<file path="config.mk">
export PLATFORM = sky130hd
export DESIGN_NAME = frame_loader
export DESIGN_NICKNAME = d
export VERILOG_FILES = /design/src/rtl/frame_loader.sv
export SDC_FILE = /design/constraint.sdc
export NUM_CORES = 1
export LEC_CHECK = 0
export CORE_UTILIZATION = 55
export CTS_CLUSTER_DIAMETER = 80
export CTS_CLUSTER_SIZE = 30
export DETAILED_ROUTE_END_ITERATION = 16
export HOLD_SLACK_MARGIN = 0.1
export PLACE_DENSITY = 0.79
export SYNTH_ARGS = -nofsm -noshare
export SYNTH_HDL_FRONTEND = slang
export SYNTH_SLANG_ARGS = --single-unit
export TNS_END_PERCENT = 10
</file>
<file path="constraint.sdc">
create_clock -name sys_clk -period 2.5 [get_ports sys_clk]
set_clock_uncertainty 0.05 [all_clocks]
set_input_delay 0.625 -clock sys_clk [delete_from_list [all_inputs] [get_ports sys_clk]]
set_output_delay 0.625 -clock sys_clk [all_outputs]
set_load 0.05 [all_outputs]
</file>
<file path="src/rtl/frame_loader.sv">
// frame_loader: assembles IN_W-bit symbol beats into FRAME_W-bit frames.
// Two ping-pong banks buffer up to two complete frames. The oldest frame is
// presented to the decoder until the decoder acknowledges it.
module frame_loader #(
  parameter int FRAME_W = 276,
  parameter int IN_W    = 4
) (
  input  logic               sys_clk,
  input  logic               rst,
  input  logic [IN_W-1:0]    i_data,
  input  logic               i_valid,
  input  logic               i_sof,
  input  logic               i_flush,
  input  logic               i_frame_ack,
  output logic               o_ready,
  output logic [FRAME_W-1:0] o_frame,
  output logic               o_frame_valid,
  output logic [1:0]         o_held,
  output logic               o_err
);

  localparam int unsigned BEATS = FRAME_W / IN_W;
  localparam int          CW    = (BEATS > 1) ? $clog2(BEATS) : 1;

  typedef enum logic {
    IDLE = 1'b0,
    FILL = 1'b1
  } state_t;

  state_t          r_state, w_state_nx;
  logic [CW-1:0]   r_beat, w_beat_nx, w_widx;
  logic            r_wptr, w_wptr_nx;
  logic            r_rptr, w_rptr_nx;
  logic [1:0]      r_count, w_count_nx;
  logic            r_ready, w_ready_nx;
  logic            r_err, w_err_nx;
  logic            w_we, w_done;
  logic            w_xfer, w_ack;
  logic [FRAME_W-1:0] r_bank [2];

  assign w_xfer = i_valid && r_ready;
  // An ack is only meaningful while a frame is being presented.
  assign w_ack  = i_frame_ack && (r_count != 2'd0);

  // Next-state, bank write control and buffer bookkeeping.
  always_comb begin
    w_state_nx = r_state;
    w_beat_nx  = r_beat;
    w_wptr_nx  = r_wptr;
    w_rptr_nx  = r_rptr;
    w_count_nx = r_count;
    w_ready_nx = r_ready;
    w_err_nx   = 1'b0;
    w_we       = 1'b0;
    w_widx     = '0;
    w_done     = 1'b0;
    if (i_flush) begin
      w_state_nx = IDLE;
      w_beat_nx  = '0;
      w_wptr_nx  = 1'b0;
      w_rptr_nx  = 1'b0;
      w_count_nx = 2'd0;
      w_ready_nx = 1'b1;
    end else begin
      case (r_state)
        IDLE: begin
          if (w_xfer && i_sof) begin
            w_we       = 1'b1;
            w_widx     = '0;
            w_beat_nx  = CW'(1);
            w_state_nx = FILL;
          end
        end
        FILL: begin
          if (w_xfer) begin
            w_we = 1'b1;
            if (i_sof) begin
              w_widx    = '0;
              w_beat_nx = CW'(1);
              w_err_nx  = 1'b1;
            end else begin
              w_widx = r_beat;
              if (r_beat == CW'(BEATS - 1)) begin
                w_done     = 1'b1;
                w_beat_nx  = '0;
                w_state_nx = IDLE;
                w_wptr_nx  = ~r_wptr;
              end else begin
                w_beat_nx = r_beat + CW'(1);
              end
            end
          end
        end
        default: w_state_nx = IDLE;
      endcase
      if (w_ack) w_rptr_nx = ~r_rptr;
      case ({w_done, w_ack})
        2'b10:   w_count_nx = r_count + 2'd1;
        2'b01:   w_count_nx = r_count - 2'd1;
        default: w_count_nx = r_count;
      endcase
      w_ready_nx = (w_count_nx < 2'd2);
    end
  end

  // Control state register; reset clears validity only, never bank data.
  always_ff @(posedge sys_clk or negedge rst) begin
    if (!rst) begin
      r_state <= IDLE;
      r_beat  <= '0;
      r_wptr  <= 1'b0;
      r_rptr  <= 1'b0;
      r_count <= 2'd0;
      r_ready <= 1'b0;
      r_err   <= 1'b0;
    end else begin
      r_state <= w_state_nx;
      r_beat  <= w_beat_nx;
      r_wptr  <= w_wptr_nx;
      r_rptr  <= w_rptr_nx;
      r_count <= w_count_nx;
      r_ready <= w_ready_nx;
      r_err   <= w_err_nx;
    end
  end

  // Bank storage: beat k lands in the k-th IN_W slice from the MSB end.
  always_ff @(posedge sys_clk) begin
    if (w_we) begin
      for (int unsigned b = 0; b < BEATS; b++) begin
        if (w_widx == CW'(b)) r_bank[r_wptr][FRAME_W-1-b*IN_W -: IN_W] <= i_data;
      end
    end
  end

  assign o_frame       = r_bank[r_rptr];
  assign o_frame_valid = (r_count != 2'd0);
  assign o_held        = r_count;
  assign o_ready       = r_ready;
  assign o_err         = r_err;

endmodule

</file>
# Word-level counts from Yosys, hierarchy flattened
# Memories as Yosys holds them, arrays and structs flattened.
# Index checks and enable logic that the tools add are counted.
# classes
n_reduce_logical,11
div_mod_pow,0
multipliers,0
mux,246
bitwise_logic,3
n_eq_ne,74
n_addsub,3
magnitude_cmp,1
shifts,0
# ops
cell,n
2-to-1 mux 1 bit,231
== test 7 x 6 -> 1 bit (second input constant),32
== test 7 x 5 -> 1 bit (second input constant),16
== test 7 x 4 -> 1 bit (second input constant),8
2-to-1 mux 7 bit,8
== test 7 bit (second input constant),6
== test 7 x 3 -> 1 bit (second input constant),4
one-hot mux 7 bit (2 select lines),2
== test 7 x 2 -> 1 bit (second input constant),2
nonzero test 2 bit,5
adder 7 x 1 -> 7 bit (second input constant),1
== test 7 x 1 -> 1 bit (second input constant),1
zero test 7 bit,1
2-to-1 mux 2 bit,2
one-hot mux 1 bit (2 select lines),2
one-hot mux 2 bit (2 select lines),1
AND reduction 4 bit,1
logical AND 1 bit,3
inequality test 3 x 2 -> 1 bit (second input constant),1
inequality test 3 bit (second input constant),1
inverter 1 bit,3
adder 2 x 1 -> 2 bit (second input constant),1
== test 2 x 1 -> 1 bit (second input constant),1
== test 2 bit (second input constant),1
other kinds (4),4
# word_totals
ram_bits,552
register_bits,14
n_memories,1
inputBits,10
rom_bits,0
latchBits,0
# mem_list
name,depth,word_bits,rd,rd_clocked_by_memory_dff,wr,line,text
r_bank,2,276,1,0,1,39,logic [FRAME_W-1:0] r_bank [2];

# Depth between registers and ports, before layout
# logic_depth
word_depth,11
ltp_mapped,11
ltp_nobuf,10

# Worst setup path after synthesis
# Ideal clock, no wire load.
# synth_timing
path_type,flip-flop to flip-flop
from,"register r_ready, in the netlist o_ready"
to,memory r_bank[1][56] (enable)
required_ns,2.135
setup_slack_ns,0.031
synth_period_minus_slack_ns,2.469
path_stages_with_launch,8
n_path_buf,3
t_arrival_ns,2.104
cell_sequence,dfrtp_1 -> buf_4 -> nand3b_4 -> or2_4 -> or4_4 -> buf_6 -> buf_12 -> nor2_2
# synth_via
elab_chain_len,8
# synth_lines
element,line,text
start: declaration,35,"logic r_ready, w_ready_nx;"
start signal: assignment,122,r_ready <= w_ready_nx;
logical AND 1 bit *,41,assign w_xfer = i_valid && r_ready;
2-to-1 mux 7 bit,75,if (w_xfer) begin
one-hot mux 7 bit (2 select lines),65,case (r_state)
2-to-1 mux 7 bit,57,if (i_flush) begin
== test 7 x 6 -> 1 bit,131,if (w_widx == CW'(b)) r_bank[r_wptr][FRAME_W-1-b*IN_W -: IN_W] <= i_data;
2-to-1 mux 1 bit,131,
2-to-1 mux 1 bit *,129,if (w_we) begin
2-to-1 mux 1 bit (not written as such) *,131,
end: declaration,39,
# Every way passes the cells marked *; elsewhere a longest branch is shown, timed or not.

# Worst setup path in the final report
# layout_timing
from,register r_rptr
to,output port o_frame[92]
# layout_via
elab_chain_len,1
# layout_lines
element,line,text
start: declaration,33,"logic r_rptr, w_rptr_nx;"
start signal: assignment,120,r_rptr <= w_rptr_nx;
memory (2 x 276 bit),n/a,
end: declaration,16,"output logic [FRAME_W-1:0] o_frame,"
# Every way passes these cells.

==> results.cfg <==
[outcome]
violations = negative setup slack
status = finished, violations left

[min_path]
min_path_cells = 1
hold_path.class = in -> reg

[drt]
vias = 11900
firstDrtPassIters = 5
routed_wirelength_um = 52300
drtIter0Drc = 862
route.detailed.drc = 0
post_drt_wl_per_cell_um = 24.1
antenna_left = 0
viasPerCell = 5.50

[place]
dpl_cell_area_sq_um = 26000
port_buffers = 290
place_hpwl_um = 31500
gp_congestion = 0.864

[logic_synthesis]
yosys_most_used_dff = edfxtp_1
synth_edf_count = 552
ys_warn_count = 0
avgSynthCellArea_sq_um = 18.8
async_flop_share_pct = 2.47
syn_inst = 1146
synth_fp_nets = 1160
ys_types = 46
synth_seq_area_share_pct = 78.5
syn_area_sq_um = 21600
ys_ff_latch = 566

[setup_path]
cp_cell_sequence = buf_12 -> buf_16 -> clkbuf_16 -> mux2_2 -> buf_6
worstSetupEndpointType = primary output
r2r_cells = 4
cp-start-kind = register
crit_fanout = 10
critPathSlowestCell = dfrtp_4
cp_data_required_time_ps = 1820
max_stage_delay_ps = 430
worst-endpoint-arrival_ps = 2050
critPathKind = reg -> out

[clock_tree]
clock_sinks = 566
cts_tree = yes
htree_levels = 1
insertion_delay_ps = 560
root_buffer = clkbuf_16
clockBufferDepth = 3
clk_pin_slew_ps = 110
cts_made_buffers = 25
cts_hold_buf = 0

[global_routing]
gr-total-overflow = 0
grt_pass1_wl_um = 73500
grt_pass1_vias = 11900
grt_max_degree = 73
track_usage_pct = 25.2
grt_antenna_before_repair = 0

[pwr]
power_frac_clock_pct = 32.3
sw_frac_of_total_pct = 19.6
combPwrFrac_pct = 1.8
power.internal_w = 0.0127
p_seq_share_pct = 65.9
p_switching_w = 0.00309
power.density_nw_per_um2 = 556
p_leak_nw = 9.99
ir_drop_mv = 0.562

[floorplan]
die_x_um = 200
core-area_sq_um = 38600
die_y_um = 200
die_area_sq_um = 40000
io_pins = 291
placementRows = 72
initial_core_util_pct = 55.8

[sta]
setup_viol = 276
worstMarginPinSlew_ps = 653
min_period_over_period_pct = 109
finalMaxSlewViolations = 0
hold_viol_final = 0
rsz0062_at_grt = true
period_minus_slack_ps = 2720
max_freq_mhz = 367
slew-limit-headroom_pct = 56.3
setup_ws_ps = -224

[finish]
layout.nets = 1655
diodes = 0
layout-drive-gt1-share_pct = 51.1
area_growth_pct = 31.6
final_area_sq_um = 28400
final_core_util_pct = 73.4

[flow_run]
drv_cap = 0
## kinds of logic after synthesis
logic type	count (synthesis)	synth area share (%)
DFF	566	78.5
muxes	276	14.4
and+or+nand+nor	215	4.73
buffers and inverters	59	1.26
AOI/OAI and AO/OA	18	0.568
xor gates and xnor gates	8	0.325
adders and majority gates	4	0.232
## what timing repair did
item	CTS	global route
setup buffers	8	3
setup endpoints to repair	276	277
gates resized for setup	260	33
cloned	5	10
## final cells by class
type,count,area [sq um]
Sequential cell,566,16900
Fill cell,2255,10300
Timing Repair Buffer,521,5580
Multi-Input combinational cell,521,4390
Tap cell,518,648
Clock buffer,26,629
Clock inverter,11,185
Inverter,6,22.5
## flip-flops by register name (all words and copies together), names as in the netlist
| name | count |
|---|---|
| r_bank | 552 |
| r_state | 1 |
| o_held | 2 |
| o_err | 1 |
| o_ready | 1 |
| r_beat | 7 |
| r_rptr | 1 |
| r_wptr | 1 |
## worst max-delay path, delay by kind of cell, from the launching register on
kind | cells | cell delay (ps)
DFF | 1 | 430
buffers and inverters | 4 | 680
muxes | 1 | 350
## per-layer routing
metal / GRT usage [%] / up-vias / part of all wire [%]
li1: - / 5341 / -
met1: 34.2 / 6044 / 41
met2: 41.8 / 482 / 49
met3: 5.17 / 71 / 7.5
met4: 6.93 / 0 / 2.7
met5: 0 / - / 0
## final timing paths
| path | from | endpoint | slack, ps |
|---|---|---|---|
| worst max-delay path | r_rptr | o_frame[92] | -220 |
| worst min-delay path | i_data[1] | r_bank[0][189] | 290 |
| worst max register to register | o_ready | r_bank[1][23] | 190 |
| worst min register to register | o_held[1] | o_held[1] | 570 |
| max in group asynchronous | rst | r_rptr | 1520 |
| min in group asynchronous | rst | o_err | 400 |
## synth_stat cells, types with 2 or more instances
master       n  area [sq um]
xor2_1       5          43.8
buf_6        2          22.5
or3b_1       2          17.5
nor2_1     146           548
nor2_4       7          78.8
nand4_2      2          25.0
dfrtp_1     14           350
nand2_1     10          37.5
o21ai_0      3          15.0
o2111ai_1    2          17.5
nor4_1       2          12.5
clkbuf_1    41           154
inv_1        6          22.5
edfxtp_1   552         16600
or2_2        2          12.5
nor2b_1      4          25.0
nor2_2       3          18.8
buf_2        6          30.0
nand4_1      2          12.5
a31oi_1      2          12.5
nor3_1       6          30.0
o21ai_1      2          10.0
mux2_2     276          3110
ha_1         4          50.1
nand4b_1     3          26.3
nand3_1     15          75.1
a21oi_1      3          15.0
xnor2_1      3          26.3
buf_4        3          22.5
nand3b_1     2          15.0
## power by group through the flow
stage / logic [W] / clock network, W / registers (W)
detailed placement: 0.000285 / 0 / 0.0106
global route: 0.000303 / 0.00547 / 0.0104
global placement: 0.000274 / 0 / 0.0106
finish: 0.000280 / 0.00509 / 0.0104
CTS: 0.000286 / 0.00515 / 0.0104
floorplan: 0.0000469 / 0 / 0.0106
## through the flow
step	setup TNS [ps]	hold WS, ps	setup slack (ps)	total power, W	instances
finish	-46940	292	-224	0.0158	2169
global route	-60800	279	-268	0.0162	2169
CTS	-55700	274	-256	0.0158	2158
detailed placement	-160580	552	-513	0.0109	2108
global placement	-135010	541	-436	0.0109	2108
floorplan	0	279	31.4	0.0107	1146
## cells in the final DEF, fill, tap and decap left out, types with 3 or more instances in the layout
cell and n:
nor3_1 6, buf_16 11, clkbuf_16 35, ha_1 4, buf_12 21, nor2_4 7
o21ai_0 3, dlygate4sd2_1 3, buf_8 3, nand3_1 15, mux2_2 274, inv_1 6
clkdlybuf4s50_1 6, a21oi_1 3, nor2b_1 4, nand4b_1 3, bufinv_16 3, buf_6 256
xnor2_1 3, xor2_1 5, dfrtp_1 13, buf_4 210, nand2_1 10, nor2_1 146
nor2_2 3, edfxtp_1 552
Power figures use the tool's default switching activity.
